[config.mk]
export PLATFORM = sky130hd
export DESIGN_NAME = mc_ctrl_fsm
export DESIGN_NICKNAME = d
export VERILOG_FILES = /design/src/rtl/mc_ctrl_pkg.sv /design/src/rtl/mc_ctrl_fsm_timeout.sv /design/src/rtl/mc_ctrl_fsm.sv
export SDC_FILE = /design/constraint.sdc
export NUM_CORES = 1
export LEC_CHECK = 0
export ABC_AREA = 1
export BUFFER_PORTS_ARGS = -buffer_cell sky130_fd_sc_hd__buf_2
export CELL_PAD_IN_SITES_DETAIL_PLACEMENT = 0
export CELL_PAD_IN_SITES_GLOBAL_PLACEMENT = 1
export CORE_AREA = 5 5 87 57
export CTS_BUF_LIST = sky130_fd_sc_hd__clkbuf_8
export CTS_CLUSTER_DIAMETER = 60
export DETAILED_ROUTE_END_ITERATION = 6
export DIE_AREA = 0 0 92 62
export PLACE_DENSITY = 0.77
export SYNTH_ARGS = -nofsm -noshare
export SYNTH_HDL_FRONTEND = slang
export SYNTH_SLANG_ARGS = --single-unit
export TNS_END_PERCENT = 10
[constraint.sdc]
create_clock -name clk -period 1.5 [get_ports clk]
set_input_delay 0.15 -clock clk [delete_from_list [all_inputs] [get_ports clk]]
set_output_delay 0.15 -clock clk [all_outputs]
set_load 0.05 [all_outputs]
[src/rtl/mc_ctrl_pkg.sv]
// rtl/mc_ctrl_pkg.sv - state, opcode, funct and control-field encodings for mc_ctrl_fsm
package mc_ctrl_pkg;

  typedef enum logic [3:0] {
    ST_HALTED = 4'd0,
    ST_FETCH  = 4'd1,
    ST_DECODE = 4'd2,
    ST_EXEC   = 4'd3,
    ST_MEM    = 4'd4,
    ST_WB     = 4'd5,
    ST_FAULT  = 4'd6
  } state_t;

  // Primary opcodes (instr[31:26])
  localparam logic [5:0] OP_RTYPE = 6'h00;
  localparam logic [5:0] OP_J     = 6'h02;
  localparam logic [5:0] OP_BEQ   = 6'h04;
  localparam logic [5:0] OP_BNE   = 6'h05;
  localparam logic [5:0] OP_ADDIU = 6'h09;
  localparam logic [5:0] OP_ANDI  = 6'h0C;
  localparam logic [5:0] OP_ORI   = 6'h0D;
  localparam logic [5:0] OP_LW    = 6'h23;
  localparam logic [5:0] OP_SW    = 6'h2B;

  // R-type funct codes (instr[5:0])
  localparam logic [5:0] FN_JR   = 6'h08;
  localparam logic [5:0] FN_ADDU = 6'h21;
  localparam logic [5:0] FN_SUBU = 6'h23;
  localparam logic [5:0] FN_AND  = 6'h24;
  localparam logic [5:0] FN_OR   = 6'h25;
  localparam logic [5:0] FN_SLT  = 6'h2A;

  // alu_op field
  localparam logic [1:0] ALU_ADD   = 2'b00;
  localparam logic [1:0] ALU_SUB   = 2'b01;
  localparam logic [1:0] ALU_FUNCT = 2'b10;
  localparam logic [1:0] ALU_LOGI  = 2'b11;

  // alu_src_b field
  localparam logic [1:0] SRCB_REG    = 2'b00;
  localparam logic [1:0] SRCB_FOUR   = 2'b01;
  localparam logic [1:0] SRCB_IMM    = 2'b10;
  localparam logic [1:0] SRCB_IMM_SH = 2'b11;

  // pc_src field
  localparam logic [1:0] PCSRC_ALU    = 2'b00;
  localparam logic [1:0] PCSRC_ALUOUT = 2'b01;
  localparam logic [1:0] PCSRC_JUMP   = 2'b10;

  // R-type funct codes the datapath implements; everything else faults.
  function automatic logic rfunct_legal(input logic [5:0] funct);
    case (funct)
      FN_JR, FN_ADDU, FN_SUBU, FN_AND, FN_OR, FN_SLT: rfunct_legal = 1'b1;
      default:                                        rfunct_legal = 1'b0;
    endcase
  endfunction

endpackage

[src/rtl/mc_ctrl_fsm_timeout.sv]
// rtl/mc_ctrl_fsm_timeout.sv - memory-wait timeout counter (module mc_timeout)
module mc_timeout #(
  parameter int TIMEOUT_W = 4
) (
  input  logic clk,
  input  logic rst_n,
  input  logic clr,
  input  logic inc,
  output logic expired
);

  // Value one below all-ones: the wait cycle seen here is the one that reaches the limit.
  localparam logic [TIMEOUT_W-1:0] CNT_LAST = {{(TIMEOUT_W-1){1'b1}}, 1'b0};

  logic [TIMEOUT_W-1:0] cnt_q;

  // Count stalled memory cycles; any state change restarts the count.
  always_ff @(posedge clk or negedge rst_n) begin
    if (!rst_n) begin
      cnt_q <= '0;
    end else if (clr) begin
      cnt_q <= '0;
    end else if (inc) begin
      cnt_q <= cnt_q + 1'b1;
    end
  end

  assign expired = inc && (cnt_q == CNT_LAST);

endmodule

[src/rtl/mc_ctrl_fsm.sv]
// rtl/mc_ctrl_fsm.sv - multicycle CPU control FSM; MC_CTRL_BRANCH_EN adds BEQ/BNE/J and zero_inv
module mc_ctrl_fsm
  import mc_ctrl_pkg::*;
#(
  parameter int TIMEOUT_W = 4
) (
  input  logic        clk,
  input  logic        rst_n,
  input  logic        run,
  input  logic [31:0] instr,
  input  logic        mem_ready,
  output logic        mem_req,
  output logic        mem_we,
  output logic        ior_d,
  output logic        ir_write,
  output logic        alu_src_a,
  output logic [1:0]  alu_src_b,
  output logic        imm_zext,
  output logic [1:0]  alu_op,
  output logic        pc_write,
  output logic        pc_write_cond,
  output logic [1:0]  pc_src,
  output logic        reg_write,
  output logic        reg_dst,
  output logic        mem_to_reg,
  output logic        active,
  output logic        fault,
  output logic [3:0]  state_o
`ifdef MC_CTRL_BRANCH_EN
  ,
  output logic        zero_inv
`endif
);

  state_t state_q, state_d;
  logic   to_clr, to_inc, to_expired;

  logic [5:0] opcode, funct;
  logic       is_rtype, is_jr, is_lw, is_sw, is_addiu, is_logi, legal;
  logic       unused_instr;

  assign opcode       = instr[31:26];
  assign funct        = instr[5:0];
  assign unused_instr = ^instr[20:6];

  assign is_rtype = (opcode == OP_RTYPE);
  assign is_jr    = is_rtype && (funct == FN_JR);
  assign is_lw    = (opcode == OP_LW);
  assign is_sw    = (opcode == OP_SW);
  assign is_addiu = (opcode == OP_ADDIU);
  assign is_logi  = (opcode == OP_ANDI) || (opcode == OP_ORI);

`ifdef MC_CTRL_BRANCH_EN
  logic is_beq, is_bne, is_j;
  assign is_beq = (opcode == OP_BEQ);
  assign is_bne = (opcode == OP_BNE);
  assign is_j   = (opcode == OP_J);
  assign legal  = (is_rtype && rfunct_legal(funct)) || is_lw || is_sw || is_addiu ||
                  is_logi || is_beq || is_bne || is_j;
`else
  assign legal  = (is_rtype && rfunct_legal(funct)) || is_lw || is_sw || is_addiu || is_logi;
`endif

  // Only FETCH and MEM talk to memory, so mem_ready elsewhere never counts as a stall.
  assign to_inc = ((state_q == ST_FETCH) || (state_q == ST_MEM)) && !mem_ready;
  assign to_clr = (state_d != state_q);

  mc_timeout #(.TIMEOUT_W(TIMEOUT_W)) u_timeout (
    .clk     (clk),
    .rst_n   (rst_n),
    .clr     (to_clr),
    .inc     (to_inc),
    .expired (to_expired)
  );

  // State register; reset drops straight to HALTED even mid-access.
  always_ff @(posedge clk or negedge rst_n) begin
    if (!rst_n) begin
      state_q <= ST_HALTED;
    end else begin
      state_q <= state_d;
    end
  end

  // Next-state and control decode; every control defaults low.
  always_comb begin
    state_d       = state_q;
    mem_req       = 1'b0;
    mem_we        = 1'b0;
    ior_d         = 1'b0;
    ir_write      = 1'b0;
    alu_src_a     = 1'b0;
    alu_src_b     = SRCB_REG;
    imm_zext      = 1'b0;
    alu_op        = ALU_ADD;
    pc_write      = 1'b0;
    pc_write_cond = 1'b0;
    pc_src        = PCSRC_ALU;
    reg_write     = 1'b0;
    reg_dst       = 1'b0;
    mem_to_reg    = 1'b0;
    fault         = 1'b0;
`ifdef MC_CTRL_BRANCH_EN
    zero_inv      = 1'b0;
`endif
    case (state_q)
      ST_HALTED: if (run) state_d = ST_FETCH;
      ST_FETCH: begin
        mem_req   = 1'b1;
        alu_src_b = SRCB_FOUR;
        if (mem_ready) begin
          ir_write = 1'b1;
          pc_write = 1'b1;
          state_d  = ST_DECODE;
        end else if (to_expired) begin
          state_d = ST_FAULT;
        end
      end
      ST_DECODE: begin
        alu_src_b = SRCB_IMM_SH;
        state_d   = legal ? ST_EXEC : ST_FAULT;
      end
      ST_EXEC: begin
        if (is_jr) begin
          if (instr[25:21] == 5'd0) begin
            state_d = ST_HALTED;
          end else begin
            alu_src_a = 1'b1;
            pc_write  = 1'b1;
            pc_src    = PCSRC_ALUOUT;
            state_d   = ST_FETCH;
          end
        end else if (is_rtype) begin
          alu_src_a = 1'b1;
          alu_op    = ALU_FUNCT;
          state_d   = ST_WB;
        end else if (is_lw || is_sw) begin
          alu_src_a = 1'b1;
          alu_src_b = SRCB_IMM;
          state_d   = ST_MEM;
        end else if (is_addiu || is_logi) begin
          alu_src_a = 1'b1;
          alu_src_b = SRCB_IMM;
          alu_op    = is_logi ? ALU_LOGI : ALU_ADD;
          imm_zext  = is_logi;
          state_d   = ST_WB;
`ifdef MC_CTRL_BRANCH_EN
        end else if (is_beq || is_bne) begin
          alu_src_a     = 1'b1;
          alu_op        = ALU_SUB;
          pc_write_cond = 1'b1;
          pc_src        = PCSRC_ALUOUT;
          zero_inv      = is_bne;
          state_d       = ST_FETCH;
        end else if (is_j) begin
          pc_write = 1'b1;
          pc_src   = PCSRC_JUMP;
          state_d  = ST_FETCH;
`endif
        end else begin
          state_d = ST_FAULT;
        end
      end
      ST_MEM: begin
        mem_req = 1'b1;
        ior_d   = 1'b1;
        mem_we  = is_sw;
        if (mem_ready) begin
          state_d = is_sw ? ST_FETCH : ST_WB;
        end else if (to_expired) begin
          state_d = ST_FAULT;
        end
      end
      ST_WB: begin
        reg_write  = 1'b1;
        reg_dst    = is_rtype;
        mem_to_reg = is_lw;
        state_d    = ST_FETCH;
      end
      ST_FAULT: fault = 1'b1;
      default:  state_d = ST_FAULT;
    endcase
  end

  assign active  = (state_q != ST_HALTED) && (state_q != ST_FAULT);
  assign state_o = state_q;

endmodule

==> impl_metrics.ini <==
[synthesis]
synthDistinctLibCells = 28
synth.cell_area_um2 = 970
syn_inst = 148
syn_area_per_cell_um2 = 6.55
ys_seq_elements = 8
yosys_warnings = 0
seq_area_frac_synth_pct = 20.6

[cells_and_area]
fillCellCount = 408
multi_input_area_um2 = 815
stdcell_count = 276
layout_commonest_cell = buf_4
drive_gt1_share_pct = 61.9
nets = 266
syn_to_final_growth_pct = 86.5
antennaDiodeCount = 0
seqCellArea_um2 = 205
final_cell_mix = 33 x buf_4, 24 x buf_2, 23 x nand2_1

[sta]
rsz0062_at_grt = yes
hold_viol_final = 0
fin_ws_ns = -0.144
setup_viol = 18
tns_ns = -1.65
slew_viol_final = 0
period_share_pct = 110
clock.fmax_ghz = 0.608
fin_skew_ns = 0.00197
fin_crit_ns = 1.64
whs_ns = 0.300

[outcome]
violations = setup timing
status = finished, violations left

[clocking]
cts_buffers = 3
tritoncts = yes
cts_root_buffer = clkbuf_8
clk_pin_slew_worst_paths_ns = 0.04
cts_htree_levels = 1
clkSinkCount = 8
clock_latency_ns = 0.22
cts_buffer_depth = 2
post-cts-setup-buffers = 0

[floorplanning]
die_h_um = 62
rows = 18
core_area_um2 = 4010
io_pins = 59
die_w_um = 92
die-area_um2 = 5700
start_util_pct = 24.2

[run]
maxCapViolCount = 0

[global_route]
overflow = 0
antenna_found_initial = 0
grt_pass1_vias = 1153
grt_max_degree = 9
grt_pass1_wl_um = 5160
grtUsageTotal_pct = 11.5

[setup_path]
worstSetupPathType = register to output port
arrival_ns = 1.49
critPathBufInv = 3
cp_top_family = buffers and inverters
cp-start-kind = register
cp.required_ns = 1.35
worstPathMaxFanout = 4
crit_slowest_cell = dfrtp_2
path_cells = nor2_4 > buf_4 > nand2_2 > buf_4 > o22ai_2 > buf_6
cpPeakStageDelay_ns = 0.45
critical_path.endpoint_type = output port
crit_top_cell = buf_4

[routing]
vias = 1197
ant_nets = 0
via_per_inst = 4.34
drt_wl_total_um = 3180
post_drt_wl_per_cell_um = 11.5
first_iter_violations = 40
drcViolationCount = 0
dr.pass1.iters = 4

[min_path]
hp-class = input port to asynchronous set/reset pin

[placed_design]
dp_cells = 272
globalplace.congestion = 0.827
dp_slack_ns = -0.158
portBuffers = 41
dp_hpwl_um = 2650

[pwr]
ir_drop_mv = 0.617
leakagePower_uw = 0.000902
p_total_uw = 748
powerDensity_nw_per_um2 = 414
-- final timing paths --
kind | end | slack (ns) | cells past startpoint | startpoint
max | pc_write | -0.14 | 6 | state_o[3]
max reg2reg | u_timeout.cnt_q[2] | -0.10 | 10 | state_o[3]
min reg2reg | u_timeout.cnt_q[3] | 0.67 | 2 | u_timeout.cnt_q[3]
min | u_timeout.cnt_q[0] | 0.30 | 2 | rst_n
max in group asynchronous | state_o[2] | 1.02 | 2 | rst_n
min in group clk | state_o[2] | 0.41 | 6 | mem_ready
-- cells in the mapped netlist --
master,instances,area share (%)
nand4_1,4,2.6
nor4_1,1,0.65
nand2_2,4,2.6
conb_1,1,0.39
nor2_4,3,3.5
nor2_1,21,8.1
nor3_2,5,5.2
a21oi_1,1,0.52
xor2_1,3,2.7
clkinv_1,1,0.39
o21ai_1,3,1.5
nand3_1,9,4.6
nand2_4,3,3.5
buf_4,3,2.3
o31ai_1,1,0.77
nand3b_1,1,0.77
o22ai_1,1,0.65
nand2_1,33,13
and3_1,1,0.65
ha_1,2,2.6
o21ai_0,4,2.1
inv_1,14,5.4
dfrtp_1,8,21
inv_2,7,2.7
and2_1,1,0.65
nor2_2,6,3.9
nand3_2,6,6.2
a21oi_4,1,1.7
-- routing by layer --
metal | global-route usage [%] | part of all wire [%]
met5 | 0 | 0
met4 | 1.27 | 0
met3 | 3.85 | 8.2
met2 | 16.9 | 40
met1 | 16.8 | 51
-- where the power goes --
group | total, uW | leakage (uW) | internal (uW) | switching, uW
clock network | 251 | 0.0000216 | 173 | 77.4
logic | 268 | 0.000784 | 103 | 165
registers | 229 | 0.0000971 | 222 | 7.25
total | 748 | 0.000902 | 498 | 250
-- final cells by class --
type / count / share of cell area, %
well taps: 50 / 3.46
inverters: 22 / 4.71
repair buffers: 76 / 33.1
clock buffers: 3 / 2.28
multi-input cells: 117 / 45.1
flip-flops and latches: 8 / 11.3
-- logic make-up after synthesis --
kind of cell	Yosys count	share of synthesized area [%]
XOR/XNOR	3	2.71
AND/OR/NAND/NOR	98	55.6
AO/OA/AOI/OAI	11	7.23
other	1	0.387
adder cells (fa/ha/maj)	2	2.58
flip-flops	8	20.6
buffers and inverters	25	10.8
-- through the flow --
stage | cell area [um2] | utilization [%]
CTS | 1740 | 43.3
global placement | 1550 | 38.6
finish | 1810 | 45.1
floorplan | 1050 | -
detailed placement | 1550 | 38.6
global route | 1810 | 45.1
-- timing repair --
item                                    in CTS  in global routing
endpoints found under the hold margin        8                  0
pin swaps                                    2                  1
gates resized for setup                     43                 21
endpoints found under the setup margin      22                 23
hold buffers                                 1                  0
-- sequential cells by signal, indices dropped and copies added (netlist names) --
register and flops:
u_timeout.cnt_q 4, state_o 4
(Power assumes the default switching activity.)
